### src/rtl/div_if.sv
// rtl/div_if.sv - execute-stage operand/operation bus shared by the divider and its pipeline driver.
// iType_e lives at compilation-unit scope so the divider and the pipeline side see one definition.
typedef enum logic [3:0] {
  OP_NOP,
  OP_ADD,
  OP_SUB,
  OP_MUL,
  OP_MULH,
  DIV,
  DIVU,
  REM,
  REMU
} iType_e;

interface div_if;
  logic [31:0] first_operand_i;
  logic [31:0] second_operand_i;
  iType_e      instruction_operation_i;
  logic        hold_o;
  logic [31:0] div_result_o;

  modport master (
    output first_operand_i, second_operand_i, instruction_operation_i,
    input  hold_o, div_result_o
  );

  modport slave (
    input  first_operand_i, second_operand_i, instruction_operation_i,
    output hold_o, div_result_o
  );
endinterface

### src/rtl/div.sv
// rtl/div.sv - iterative radix-2 RV32M divider (DIV/DIVU/REM/REMU), one quotient bit per cycle.
// Optional macro DIV_EARLY_OUT_EN: single-cycle completion for divide-by-zero and signed overflow.
module div (
  input logic   clk,
  input logic   reset_n,
  div_if.slave  bus
);
  typedef enum logic [1:0] {IDLE, CALC, DONE} state_e;

  state_e      r_state, w_state_next;
  logic [4:0]  r_cnt;
  logic [31:0] r_rem, r_quo, r_divisor;
  logic        r_neg_q, r_neg_r, r_is_rem, r_div_zero;

  logic [31:0] w_a, w_b, w_abs_a, w_abs_b;
  logic        w_is_div, w_signed, w_is_rem, w_div_zero, w_early;
  logic        w_load, w_hold;
  logic [31:0] w_result, w_early_val, w_quo_fin, w_rem_fin;
  logic [32:0] w_shifted, w_diff;

  assign w_a = bus.first_operand_i;
  assign w_b = bus.second_operand_i;

  always_comb begin
    w_is_div   = (bus.instruction_operation_i == DIV)  || (bus.instruction_operation_i == DIVU) ||
                 (bus.instruction_operation_i == REM)  || (bus.instruction_operation_i == REMU);
    w_signed   = (bus.instruction_operation_i == DIV)  || (bus.instruction_operation_i == REM);
    w_is_rem   = (bus.instruction_operation_i == REM)  || (bus.instruction_operation_i == REMU);
    w_div_zero = (w_b == 32'd0);
    w_abs_a    = (w_signed && w_a[31]) ? -w_a : w_a;
    w_abs_b    = (w_signed && w_b[31]) ? -w_b : w_b;
`ifdef DIV_EARLY_OUT_EN
    w_early     = w_is_div && (w_div_zero ||
                  (w_signed && (w_a == 32'h8000_0000) && (w_b == 32'hFFFF_FFFF)));
    w_early_val = w_div_zero ? (w_is_rem ? w_a : 32'hFFFF_FFFF)
                             : (w_is_rem ? 32'd0 : 32'h8000_0000);
`else
    w_early     = 1'b0;
    w_early_val = 32'd0;
`endif
  end

  // With divisor 0 every trial subtract succeeds, so rem ends as |dividend| and the sign fix restores it raw.
  assign w_shifted = {r_rem, r_quo[31]};
  assign w_diff    = w_shifted - {1'b0, r_divisor};
  assign w_quo_fin = r_div_zero ? 32'hFFFF_FFFF : (r_neg_q ? -r_quo : r_quo);
  assign w_rem_fin = r_neg_r ? -r_rem : r_rem;

  always_comb begin
    w_state_next = r_state;
    w_load       = 1'b0;
    w_hold       = 1'b0;
    w_result     = 32'd0;
    case (r_state)
      IDLE: begin
        if (w_is_div) begin
          if (w_early) begin
            w_result = w_early_val;
          end else begin
            w_hold       = 1'b1;
            w_load       = 1'b1;
            w_state_next = CALC;
          end
        end
      end
      CALC: begin
        w_hold = 1'b1;
        if (r_cnt == 5'd31) w_state_next = DONE;
      end
      DONE: begin
        w_result     = r_is_rem ? w_rem_fin : w_quo_fin;
        w_state_next = IDLE;
      end
      default: w_state_next = IDLE;
    endcase
  end

  // Outputs are gated by reset so a mid-operation reset silences them before any clock edge.
  assign bus.hold_o       = reset_n & w_hold;
  assign bus.div_result_o = reset_n ? w_result : 32'd0;

  always_ff @(posedge clk or negedge reset_n) begin
    if (!reset_n) begin
      r_state <= IDLE;
    end else begin
      r_state <= w_state_next;
    end
  end

  always_ff @(posedge clk or negedge reset_n) begin
    if (!reset_n) begin
      r_cnt      <= 5'd0;
      r_rem      <= 32'd0;
      r_quo      <= 32'd0;
      r_divisor  <= 32'd0;
      r_neg_q    <= 1'b0;
      r_neg_r    <= 1'b0;
      r_is_rem   <= 1'b0;
      r_div_zero <= 1'b0;
    end else if (w_load) begin
      r_cnt      <= 5'd0;
      r_rem      <= 32'd0;
      r_quo      <= w_abs_a;
      r_divisor  <= w_abs_b;
      r_neg_q    <= w_signed & (w_a[31] ^ w_b[31]);
      r_neg_r    <= w_signed & w_a[31];
      r_is_rem   <= w_is_rem;
      r_div_zero <= w_div_zero;
    end else if (r_state == CALC) begin
      r_cnt <= r_cnt + 5'd1;
      if (!w_diff[32]) begin
        r_rem <= w_diff[31:0];
        r_quo <= {r_quo[30:0], 1'b1};
      end else begin
        r_rem <= w_shifted[31:0];
        r_quo <= {r_quo[30:0], 1'b0};
      end
    end
  end
endmodule

### src/flat_wrapper.sv
// flat-port wrapper written by rule: the top's interface ports become plain ports
module div_flat 
  (clk, reset_n, bus_first_operand_i, bus_second_operand_i, bus_instruction_operation_i, bus_hold_o, bus_div_result_o);
  div_if bus_i ();
  input logic clk;
  input logic reset_n;
  input wire logic [$bits(bus_i.first_operand_i)-1:0] bus_first_operand_i;
  input wire logic [$bits(bus_i.second_operand_i)-1:0] bus_second_operand_i;
  input wire logic [$bits(bus_i.instruction_operation_i)-1:0] bus_instruction_operation_i;
  output wire logic [$bits(bus_i.hold_o)-1:0] bus_hold_o;
  output wire logic [$bits(bus_i.div_result_o)-1:0] bus_div_result_o;
  assign bus_i.first_operand_i = bus_first_operand_i;
  assign bus_i.second_operand_i = bus_second_operand_i;
  assign bus_i.instruction_operation_i = bus_instruction_operation_i;
  assign bus_hold_o = bus_i.hold_o;
  assign bus_div_result_o = bus_i.div_result_o;
  div u_core (.clk(clk), .reset_n(reset_n), .bus(bus_i));
endmodule
### config.mk
export PLATFORM = sky130hd
export DESIGN_NAME = div_flat
export DESIGN_NICKNAME = d
export VERILOG_FILES = /design/src/rtl/div_if.sv /design/src/rtl/div.sv /design/src/flat_wrapper.sv
export SDC_FILE = /design/constraint.sdc
export NUM_CORES = 1
export LEC_CHECK = 0
export CAP_MARGIN = 20
export CELL_PAD_IN_SITES_DETAIL_PLACEMENT = 2
export CELL_PAD_IN_SITES_GLOBAL_PLACEMENT = 2
export CORE_MARGIN = 2
export CORE_UTILIZATION = 35
export CTS_CLUSTER_SIZE = 14
export DETAILED_ROUTE_END_ITERATION = 6
export PLACE_DENSITY_LB_ADDON = 0.2
export SLEW_MARGIN = 15
export SYNTH_ARGS = -nofsm -noshare
export SYNTH_HDL_FRONTEND = slang
export SYNTH_SLANG_ARGS = --single-unit
### constraint.sdc
create_clock -name clk -period 3.5 [get_ports clk]
set_input_delay 0.7 -clock clk [delete_from_list [all_inputs] [get_ports clk]]
set_output_delay 0.7 -clock clk [all_outputs]
set_load 0.02 [all_outputs]
### Word-level counts from Yosys, hierarchy flattened

Cells that the tools add are included.

| cells by class | value |
|---|---|
| add/subtract/negate cells | 6 |
| multipliers | 0 |
| div/mod/pow operators | 0 |
| magnitude comparators | 0 |
| eq/ne operators | 9 |
| shift-type cells | 0 |
| muxes and demuxes | 22 |
| bitwise logic cells | 4 |
| reductions and logical operators | 11 |

Operators with widths:

| cell | count |
|---|---|
| two-way mux 32 bit | 13 |
| negation 32 bit | 4 |
| subtractor 33 x 32 -> 33 bit | 1 |
| zero test 32 bit | 1 |
| equality test 4 x 3 -> 1 bit, second input constant | 3 |
| two-way mux 5 bit | 2 |
| adder 5 x 1 -> 5 bit, second input constant | 1 |
| equality test 5 bit, second input constant | 1 |
| logical OR 1 bit | 5 |
| equality test 4 bit, second input constant | 1 |
| two-way mux 2 bit | 2 |
| inequality test 2 x 1 -> 1 bit, second input constant | 2 |
| one-hot mux 2 bit (2 select lines) | 1 |
| AND 1 bit | 3 |
| two-way mux 1 bit | 3 |
| equality test 2 x 1 -> 1 bit, second input constant | 1 |
| equality test 2 bit, second input constant | 1 |
| logical AND 1 bit | 2 |
| zero test 2 bit | 1 |
| one-hot mux 1 bit (2 select lines) | 1 |
| AND reduction 2 bit | 1 |
| nonzero test 2 bit | 1 |
| bitwise XOR 1 bit | 1 |

| word-level totals | value |
|---|---|
| register bits | 107 |
| bits in latches | 0 |
| memory bits (writable) | 0 |
| memory bits (read-only) | 0 |
| bits of input ports | 70 |
| output and inout port bits | 33 |
| word-level logic and storage cells | 61 |
| memories kept | 0 |

### Logic depth before layout (Yosys ltp)

Gate-level depths: netlist (run 1).

| depth | value |
|---|---|
| word-level depth | 7 |
| gate-level depth with buffers | 12 |
| depth with buffers taken out | 11 |

### Worst setup path before layout (run 1)

No wires, ideal clock.

| path | value |
|---|---|
| path kind | reg-to-output |
| start | register u_core.r_rem[6] |
| end | output bus_div_result_o[28] |
| arrival | 2.997 ns |
| required time | 2.800 ns |
| path slack | -0.197 ns |
| stages on the path, launching flop included | 10 |
| buffers on the path | 1 |
| cell sequence | dfrtp_1 > or4_4 > or4_4 > or4_1 > buf_2 > nor2_2 > nand2_1 > o31ai_2 > xor2_1 > a211oi_1 |

| on the way | value |
|---|---|
| cells in the longest elaborated chain, start to end | 5 |

RTL lines:

| what | line | source |
|---|---|---|
| from (decl) | div.sv:12 | `logic [31:0] r_rem, r_quo, r_divisor;` |
| from (signal assigned) | div.sv:112 | `r_rem <= w_diff[31:0];` |
| from (signal assigned) | div.sv:115 | `r_rem <= w_shifted[31:0];` |
| negation 32 bit | div.sv:47 | `assign w_rem_fin = r_neg_r ? -r_rem : r_rem;` |
| two-way mux 32 bit | div.sv:47 |  |
| two-way mux 32 bit | div.sv:71 | `w_result = r_is_rem ? w_rem_fin : w_quo_fin;` |
| two-way mux 32 bit | -- |  |
| two-way mux 32 bit | div.sv:80 | `assign bus.div_result_o = reset_n ? w_result : 32'd0;` |
| to (decl) | flat_wrapper.sv:11 | `output wire logic [$bits(bus_i.div_result_o)-1:0] bus_div_result_o;` |

No other way between the ends.

### Final worst setup path (run 1)

| path | value |
|---|---|
| start | register u_core.r_rem[6] |
| end | output bus_div_result_o[15] |

The elaborated chain is that of the path after synthesis.

==> results of run 1 <==
==> layer usage <==
metal / global-route usage, % / vias up / part of all wire, %
met5: 0 / - / 0
met4: 13.9 / 0 / 4.9
met3: 4.51 / 140 / 4.8
met2: 53.6 / 379 / 49
met1: 37.5 / 5439 / 41
li1: - / 4743 / -
==> report_power, final <==
| group | total [mW] | switching (mW) | internal [mW] |
|---|---|---|---|
| clock network | 1.08 | 0.571 | 0.511 |
| registers | 2.53 | 0.641 | 1.89 |
| logic | 10.6 | 6.59 | 4.03 |
| total | 14.2 | 7.80 | 6.43 |
==> sequential cells by signal, indices dropped and copies added (netlist names), 2 cells and up <==
name and cells:
u_core.r_cnt 5, u_core.r_divisor 32, u_core.r_quo 32, u_core.r_rem 32, u_core.r_state 2
==> worst max-delay path, stage by stage, from the launching register on <==
cell      delay (ns)
dfrtp_1         0.41
or4_4           0.55
or4_4           0.47
buf_4           0.18
nor3_4          0.17
nand2b_4        0.11
buf_4           0.15
o41ai_4         0.31
xor2_1          0.15
a221oi_2        0.31
buf_4           0.21
==> final timing paths <==
check / to / start / slack, ns
min: u_core.r_divisor[11]$_DFFE_PN0P_ / u_core.r_divisor[11]$_DFFE_PN0P_ / 0.50
min reg2reg: u_core.r_divisor[11]$_DFFE_PN0P_ / u_core.r_divisor[11]$_DFFE_PN0P_ / 0.50
max: bus_div_result_o[15] / u_core.r_rem[6]$_DFFE_PN0N_ / -0.59
max reg2reg: u_core.r_rem[25]$_DFFE_PN0N_ / u_core.r_rem[6]$_DFFE_PN0N_ / -0.16
max in group asynchronous: u_core.r_rem[25]$_DFFE_PN0N_ / reset_n / 1.68
min in group asynchronous: u_core.r_divisor[7]$_DFFE_PN0P_ / reset_n / 0.53
==> stage by stage <==
step	cells	worst slack [ns]
3_3_place_gp	1690	-0.580
2_1_floorplan	1183	-0.0250
6_report	1718	-0.592
5_1_grt	1718	-0.697
3_5_place_dp	1690	-0.677
4_1_cts	1712	-0.467
==> timing repair <==
item	in CTS	in global routing
endpoints found under the setup margin	27	45
cloned	0	0
buffers inserted	6	6
pin swaps	16	18
gates resized for setup	170	57
==> placed cells by master (no fill, tap or decap), drive strengths merged, types with 19 or more instances in the layout <==
| cell type | count |
|---|---|
| a22oi | 19 |
| inv | 55 |
| ha | 38 |
| dfrtp | 107 |
| xor2 | 95 |
| nor3 | 36 |
| a221oi | 25 |
| clkdlybuf4s50 | 72 |
| nand3 | 41 |
| o21ai | 144 |
| a21oi | 70 |
| xnor2 | 38 |
| buf | 168 |
| nand2 | 104 |
| nor2 | 71 |
| mux2i | 31 |
| o31ai | 29 |
==> layout make-up <==
type / instances / area [um2]
timing repair buffer: 247 / 2100
inverter: 51 / 191
fill: 2918 / 14200
tap: 341 / 427
multi-input combinational: 956 / 6900
sequential: 107 / 2680
clock inverter: 7 / 76.3
clock buffer: 9 / 225
==> logic make-up after synthesis <==
family,share of synthesized area [%]
AOI/OAI and AO/OA,26.6
and+or+nand+nor,19.6
buffers and inverters,4.85
xor gates and xnor gates,12.2
DFF,28.1
adders and majority gates,5.20
muxes,3.38
==> flow_summary.toml, run 1 <==
[outcome]
status = "complete, but fails checks"
violations = "negative setup slack"

[clock_tree]
ctsHoldBuffers = 0
htree_num_levels = 3
cts_tree = "yes"
clkTransAtPathRegs_ns = 0.08
clockRootBuffer = "clkbuf_16"
worstSkewPairLatency_ns = 0.38
clockBufferDepth = 2
cts_buffers = 9
cts_sinks = 107

[global_route]
gr-usage-all-layers_pct = 30.7
grt_start_max_net_pins = 58
grt_pass1_wl_um = 67800
antenna_found_initial = 0
overflow = 0
grt_pass1_vias = 11500

[synthesis]
synth.most_common_cell = "o21ai_0"
synth-main-ff-cell = "dfrtp_1"
synth_edf_count = 0
ys_seq_elements = 107
synth_async_sr_flop_share_pct = 100
yosys.area.top_type = "dfrtp_1"
synth_top_area_share_pct = 28.1
synth_cell_type_count = 75
synth_area_leaders = "dfrtp_1, xor2_1, o21ai_0, ha_1, nand2_1"
yosysSeqAreaShare_pct = 28.1
synth_common_cells = "o21ai_0, dfrtp_1, nand2_1"
syn_area_um2 = 9520
syn_nets = 1292
synth_warnings = 0
syn_inst = 1183
syn_avg_cell_area_um2 = 8.05

[setup_path]
reg2regPathDepth = 12
critPathKind = "reg -> out"
end_kind = "output port"
required_ns = 2.80
crit_arrival_ns = 3.39
critPathMaxFanout = 4
startpoint_type = "register"

[power_and_ir_drop]
finalPower_mw = 14.2
vdd_drop_max_v = 0.000553
power_density_nw_per_um2 = 1130
p_leak_nw = 5.14

[final_layout]
layout-drive-gt1-share_pct = 20.7
area_growth_syn_to_layout_pct = 32.2
final_core_util_pct = 47.0
diodes = 0
fin_area_um2 = 12600
nets = 1481

[sta]
max_freq_mhz = 244
worst_pin_slew_ns = 0.825
finalSetupTns_ns = -9.10
skew_ns = 0.0136
slew_headroom_pct = 44.9
fin_crit_sh_pct = 117
hold-worst-slack_ns = 0.496
fin_ws_ns = -0.592
drv_slew = 0
setup_viol = 25
rsz0062_at_grt = "true"
hold_viol_final = 0
min_period_ns = 4.09

[die]
start_util_pct = 35.5
rows = 60
boundaryPins = 103
die_area_um2 = 28500
chipWidth_um = 169
die_height_um = 169
design.core.area_um2 = 26800

[routing]
drt-pass1-iter-count = 5
drc = 0
detail-route-antenna-nets = 0
vias = 10700
drt-total-wl_um = 46900
drt-initial-drc-count = 679
post_drt_via_cell_ratio = 6.23
wire_per_inst_um = 27.3

[placement]
port_buffers = 102
post_dp_cell_area_um2 = 11800
dpl.hpwl_um = 31600
globalplace.congestion = 0.871

[hold_path]
hold_depth = 2
hold_class = "reg -> reg"

[run]
max-cap-violations = 0
Note: power is estimated with default switching activity, not from simulation.
==> inputs of run 2 (changes only) <==
- CORE_ASPECT_RATIO: unset -> 1.2
- PLACE_DENSITY_LB_ADDON: 0.2 -> 0.3
==> run 2 against run 1 <==
  * The run still ends with negative setup slack left
  * Critical path depth fell by 1
  * Non-clock buffer count rose by 13
  * Combinational power rose by 8%
  * Sequential cell count did not move
  * Sequential power rose by 2%
  * Utilization rose by 0.64 points
  * Register-to-register slack improved by 0.04 ns
  * Clock skew rose by 0.0033 ns
  * First-iteration DRC count rose by 39%
==> flow_summary.toml, run 2 (same netlist as run 1, synthesis figures left out) <==
[final_layout]
nets = 1494
diodes = 0
top_regs = "u_core.r_divisor (32), u_core.r_quo (32), u_core.r_rem (32)"
fillCellCount = 2868
mostFrequentLayoutCell = "buf_4"
final_core_util_pct = 47.6
fin_cells = 1730
layout_common_cells = "buf_4, o21ai_0, dfrtp_1, nand2_1, xor2_1"
layout-drive-gt1-share_pct = 22.4
area_growth_syn_to_layout_pct = 34.6

[power_and_ir_drop]
p_comb_share_pct = 75.5
seq_power_share_pct = 17.1
clockPowerShare_pct = 7.4
vdd_drop_max_v = 0.000435
power_density_nw_per_um2 = 1180
intPower_mw = 6.59
p_leak_nw = 5.21
switchingPower_mw = 8.51
switching_share_pct = 56.4

[sta]
setup_viol = 30
skew_ns = 0.0169
finalSetupTns_ns = -13.74
worst_pin_slew_ns = 0.853
max_freq_mhz = 229
min_period_ns = 4.37
hold_viol_final = 0
drv_slew = 0
slew_headroom_pct = 42.7
fin_crit_sh_pct = 125
fin_ws_ns = -0.868
rsz0062_at_grt = "true"

[setup_path]
path_buf_inv = 3
critPathMaxFanout = 4
crit_arrival_ns = 3.67
max_stage_delay_ns = 0.54
required_ns = 2.80
startpoint_type = "register"
cpMostUsedCell = "or4_4"
critPathKind = "reg -> out"
end_kind = "output port"
cp_slowest_cell = "or4_4"
crit_family = "simple AND/OR/NAND/NOR gates"
path_cells = "or4_4, or4_4, buf_4, or4_4, buf_6, o31ai_4, xor2_2, a221oi_2, buf_4"

[routing]
drt-total-wl_um = 55800
drc = 0
wire_per_inst_um = 32.3
vias = 11600
drt-initial-drc-count = 943
drt-pass1-iter-count = 5
detail-route-antenna-nets = 0
post_drt_via_cell_ratio = 6.68

[clock_tree]
clockBufferDepth = 2
cts_buffers = 9
clkTransAtPathRegs_ns = 0.09
worstSkewPairLatency_ns = 0.40
htree_num_levels = 3
cts_tree = "yes"
clockRootBuffer = "clkbuf_16"
cts_sinks = 107

[global_route]
grt_pass1_wl_um = 76800
grt_start_max_net_pins = 57
grt_pass1_vias = 12400
antenna_found_initial = 0
gr-usage-all-layers_pct = 35.4
overflow = 0

[hold_path]
hold_class = "reg -> reg"

[die]
die_area_um2 = 28500
start_util_pct = 35.4
chipWidth_um = 155
boundaryPins = 103
die_height_um = 185
rows = 66
design.core.area_um2 = 26900

[placement]
port_buffers = 102
dp.cells = 1703
dpl.hpwl_um = 33200
globalplace.congestion = 0.876

[outcome]
violations = "negative setup slack"
status = "complete, but fails checks"

[run]
max-cap-violations = 0
-- run 2: cell types whose count changed in the layout (fill, tap and decap cells not counted), moves of 3 or more --
cell | previous run | this run
buf_12 | 2 | 5
xor2_2 | 2 | 9
xor2_1 | 93 | 86
buf_4 | 155 | 166
o21ai_1 | 11 | 14
o21ai_0 | 123 | 120
-- run 2: worst min-delay path, cell delays in order (launching register included) --
cell	delay, ns
dfrtp_1	0.35
nand2_1	0.05
o21ai_0	0.06
-- run 2: worst paths after layout --
check | slack (ns) | endpoint | from | cells after the start
worst max register to register | -0.12 | u_core.r_rem[5]$_DFFE_PN0N_ | u_core.r_rem[6]$_DFFE_PN0N_ | 13
worst min-delay path | 0.49 | u_core.r_divisor[24]$_DFFE_PN0P_ | u_core.r_divisor[24]$_DFFE_PN0P_ | 2
min in group asynchronous | 0.50 | u_core.r_quo[26]$_DFFE_PN0N_ | reset_n | 2
worst min register to register | 0.49 | u_core.r_divisor[24]$_DFFE_PN0P_ | u_core.r_divisor[24]$_DFFE_PN0P_ | 2
worst max-delay path | -0.87 | bus_div_result_o[20] | u_core.r_rem[6]$_DFFE_PN0N_ | 9
max in group asynchronous | 1.68 | u_core.r_rem[14]$_DFFE_PN0N_ | reset_n | 3
-- run 2: through the flow --
stage	area, um2	hold WS (ns)	total power, mW	setup WS [ns]
2_1_floorplan	9590	0.404	8.29	-0.0250
4_1_cts	12600	0.495	13.8	-0.561
3_3_place_gp	11900	0.469	11.5	-0.575
6_report	12800	0.490	15.1	-0.868
5_1_grt	12800	0.528	15.8	-0.898
3_5_place_dp	11900	0.476	12.1	-0.748
-- run 2: power groups by stage --
stage	registers, mW	logic (mW)	clock network (mW)
3_3_place_gp	2.37	9.14	0
3_5_place_dp	2.44	9.71	0
2_1_floorplan	2.40	5.88	0
6_report	2.58	11.4	1.11
4_1_cts	2.45	10.2	1.08
5_1_grt	2.59	12.1	1.15
-- run 2: repair_timing --
action	4_1_cts	5_1_grt
gates resized for setup	193	59
buffers inserted	6	6
endpoints found under the setup margin	54	59
hold buffers	0	0
pin swaps	22	30
-- run 2: layout make-up --
type / instances / area, um2 / area share (%)
timing repair buffer: 260 / 2230 / 17.4
clock inverter: 5 / 45.0 / 0.351
inverter: 51 / 191 / 1.49
tap: 340 / 425 / 3.32
multi-input combinational: 956 / 7020 / 54.7
clock buffer: 11 / 233 / 1.82
sequential: 107 / 2680 / 20.9
-- run 2: layer usage --
metal | vias up | global-route usage [%] | part of all wire, %
met5 | - | 0 | 0
met4 | 0 | 20.0 | 7.6
met3 | 278 | 5.74 | 6.2
met2 | 669 | 63.7 | 50
met1 | 5854 | 39.7 | 36
li1 | 4756 | - | -
==> inputs of run 3 (changes only) <==
- SETUP_SLACK_MARGIN: unset -> 0.02
- SKIP_LAST_GASP: unset -> 1
==> run 3 against run 2 <==
  * The flow still finishes with violations (negative setup slack)
  * Cell count decreased by 0.29%
  * Worst hold slack got worse by 0.028 ns
  * Highest routed layer unchanged
  * Maximum frequency is 2.7% lower
  * Routed wire length is 6.9% lower
  * Via count shrank 4.0%
  * Utilization is 0.70 points lower
  * Sequential cell count is the same
  * Design area decreased by 1.5%
  * Critical path type unchanged
==> flow_summary.toml, run 3 (same netlist as run 1, synthesis figures left out) <==
[routing]
drc = 0
drt-total-wl_um = 51900
vias = 11100
wire_per_inst_um = 30.1
post_drt_via_cell_ratio = 6.43
detail-route-antenna-nets = 0
drt-initial-drc-count = 828
drt-pass1-iter-count = 5

[sta]
worst_pin_slew_ns = 1.09
fin_ws_ns = -0.990
fin_crit_sh_pct = 128
min_period_ns = 4.49
hold-worst-slack_ns = 0.462
drv_slew = 0
rsz0062_at_grt = "true"
max_freq_mhz = 223
slew_headroom_pct = 27.0
hold_viol_final = 0
setup_viol = 38
skew_ns = 0.0174

[clock_tree]
htree_num_levels = 3
clockBufferDepth = 2
clockRootBuffer = "clkbuf_16"
cts_buffers = 9
cts_tree = "yes"
ctsHoldBuffers = 0
cts_sinks = 107
clkTransAtPathRegs_ns = 0.10
worstSkewPairLatency_ns = 0.41

[setup_path]
end_kind = "output port"
path_cells = "or4_4, or4_4, nor4_4, nand2_2, o31ai_2, xnor2_1, nand2_1, a21oi_2, clkdlybuf4s15_2"
cp_slowest_cell = "or4_4"
reg2regPathDepth = 13
cp-endpoint = "bus_div_result_o[29]"
required_ns = 2.80
reg2reg_from = "u_core.r_quo[31]$_DFFE_PN0N_"
critPathKind = "reg -> out"
crit_start = "u_core.r_rem[6]$_DFFE_PN0N_"
rrSetupSlack_ns = -0.13
r2r-end = "u_core.r_rem[13]$_DFFE_PN0N_"
max_stage_delay_ns = 0.54
crit_arrival_ns = 3.79
startpoint_type = "register"
cpMostUsedCell = "or4_4"
critPathMaxFanout = 4

[placement]
port_buffers = 102
globalplace.congestion = 0.896
post_dp_cell_area_um2 = 11900
dpl.hpwl_um = 33300

[die]
start_util_pct = 35.4
die_area_um2 = 28500
die_height_um = 185
design.core.area_um2 = 26900
boundaryPins = 103
chipWidth_um = 155
rows = 66

[final_layout]
mostFrequentLayoutCell = "buf_4"
layout-drive-gt1-share_pct = 20.1
fillCellCount = 2939
diodes = 0
fin_area_um2 = 12600
layout_common_cells = "buf_4, o21ai_0, dfrtp_1, nand2_1, xor2_1"
area_growth_syn_to_layout_pct = 32.7
nets = 1489
top_regs = "u_core.r_divisor (32), u_core.r_quo (32), u_core.r_rem (32)"

[global_route]
overflow = 0
grt_pass1_wl_um = 72800
antenna_found_initial = 0
grt_start_max_net_pins = 60
grt_pass1_vias = 12100
gr-usage-all-layers_pct = 33.5

[power_and_ir_drop]
finalPower_mw = 14.9
vdd_drop_max_v = 0.000471
power_density_nw_per_um2 = 1180
p_leak_nw = 5.13

[outcome]
status = "complete, but fails checks"
violations = "negative setup slack"

[run]
max-cap-violations = 0

[hold_path]
hold_class = "in -> async"
run 3: worst min path at each step:
| stage | to |
|---|---|
| after floorplan | u_core.r_cnt[0]$_DFFE_PN0N_ |
| after global placement | u_core.r_divisor[12]$_DFFE_PN0P_ |
| after detailed placement | u_core.r_divisor[28]$_DFFE_PN0P_ |
| after CTS | u_core.r_quo[29]$_DFFE_PN0N_ |
| after global routing | u_core.r_quo[21]$_DFFE_PN0N_ |
| final | u_core.r_quo[21]$_DFFE_PN0N_ |
run 3: worst max-delay path: cells and delay by family (launching register included):
kind / cells / cell delay (ns)
simple gates: 5 / 1.79
flops: 1 / 0.39
compound gates: 2 / 0.66
xor+xnor: 1 / 0.23
buf+inv: 1 / 0.30
run 3: layout make-up:
cell class / count / area, um2 / area share [%]
Clock buffer: 10 / 229 / 1.81
Timing Repair Buffer: 255 / 2210 / 17.5
Inverter: 51 / 191 / 1.52
Clock inverter: 6 / 60.1 / 0.475
Multi-Input combinational cell: 956 / 6840 / 54.2
Sequential cell: 107 / 2680 / 21.2
Tap cell: 340 / 425 / 3.37
run 3: layer usage:
layer | share of wire, % | track usage [%] | vias up
met5 | 0 | 0 | -
met4 | 7.0 | 19.2 | 0
met3 | 4.8 | 5.22 | 212
met2 | 51 | 61.6 | 475
met1 | 37 | 36.4 | 5662
li1 | - | - | 4747
run 3: timing repair:
item | CTS | global route
endpoints found under the setup margin | 50 | 56
pin swaps | 22 | 17
cloned | 0 | 1
gates resized for setup | 161 | 48
buffers inserted | 2 | 7
run 3: stage by stage:
stage	setup slack (ns)	instances	setup TNS (ns)	utilization, %
after detailed placement	-0.660	1700	-11.04	44.3
after global placement	-0.584	1700	-8.75	44.3
after CTS	-0.531	1718	-8.02	46.0
after global routing	-0.914	1725	-14.28	46.9
final	-0.990	1725	-12.92	46.9
after floorplan	-0.0250	1183	-0.0250	-
run 3: power by group:
| part | internal, mW | switching, mW |
|---|---|---|
| clock | 0.501 | 0.618 |
| combinational | 4.31 | 6.92 |
| sequential | 1.89 | 0.657 |
| total | 6.70 | 8.20 |
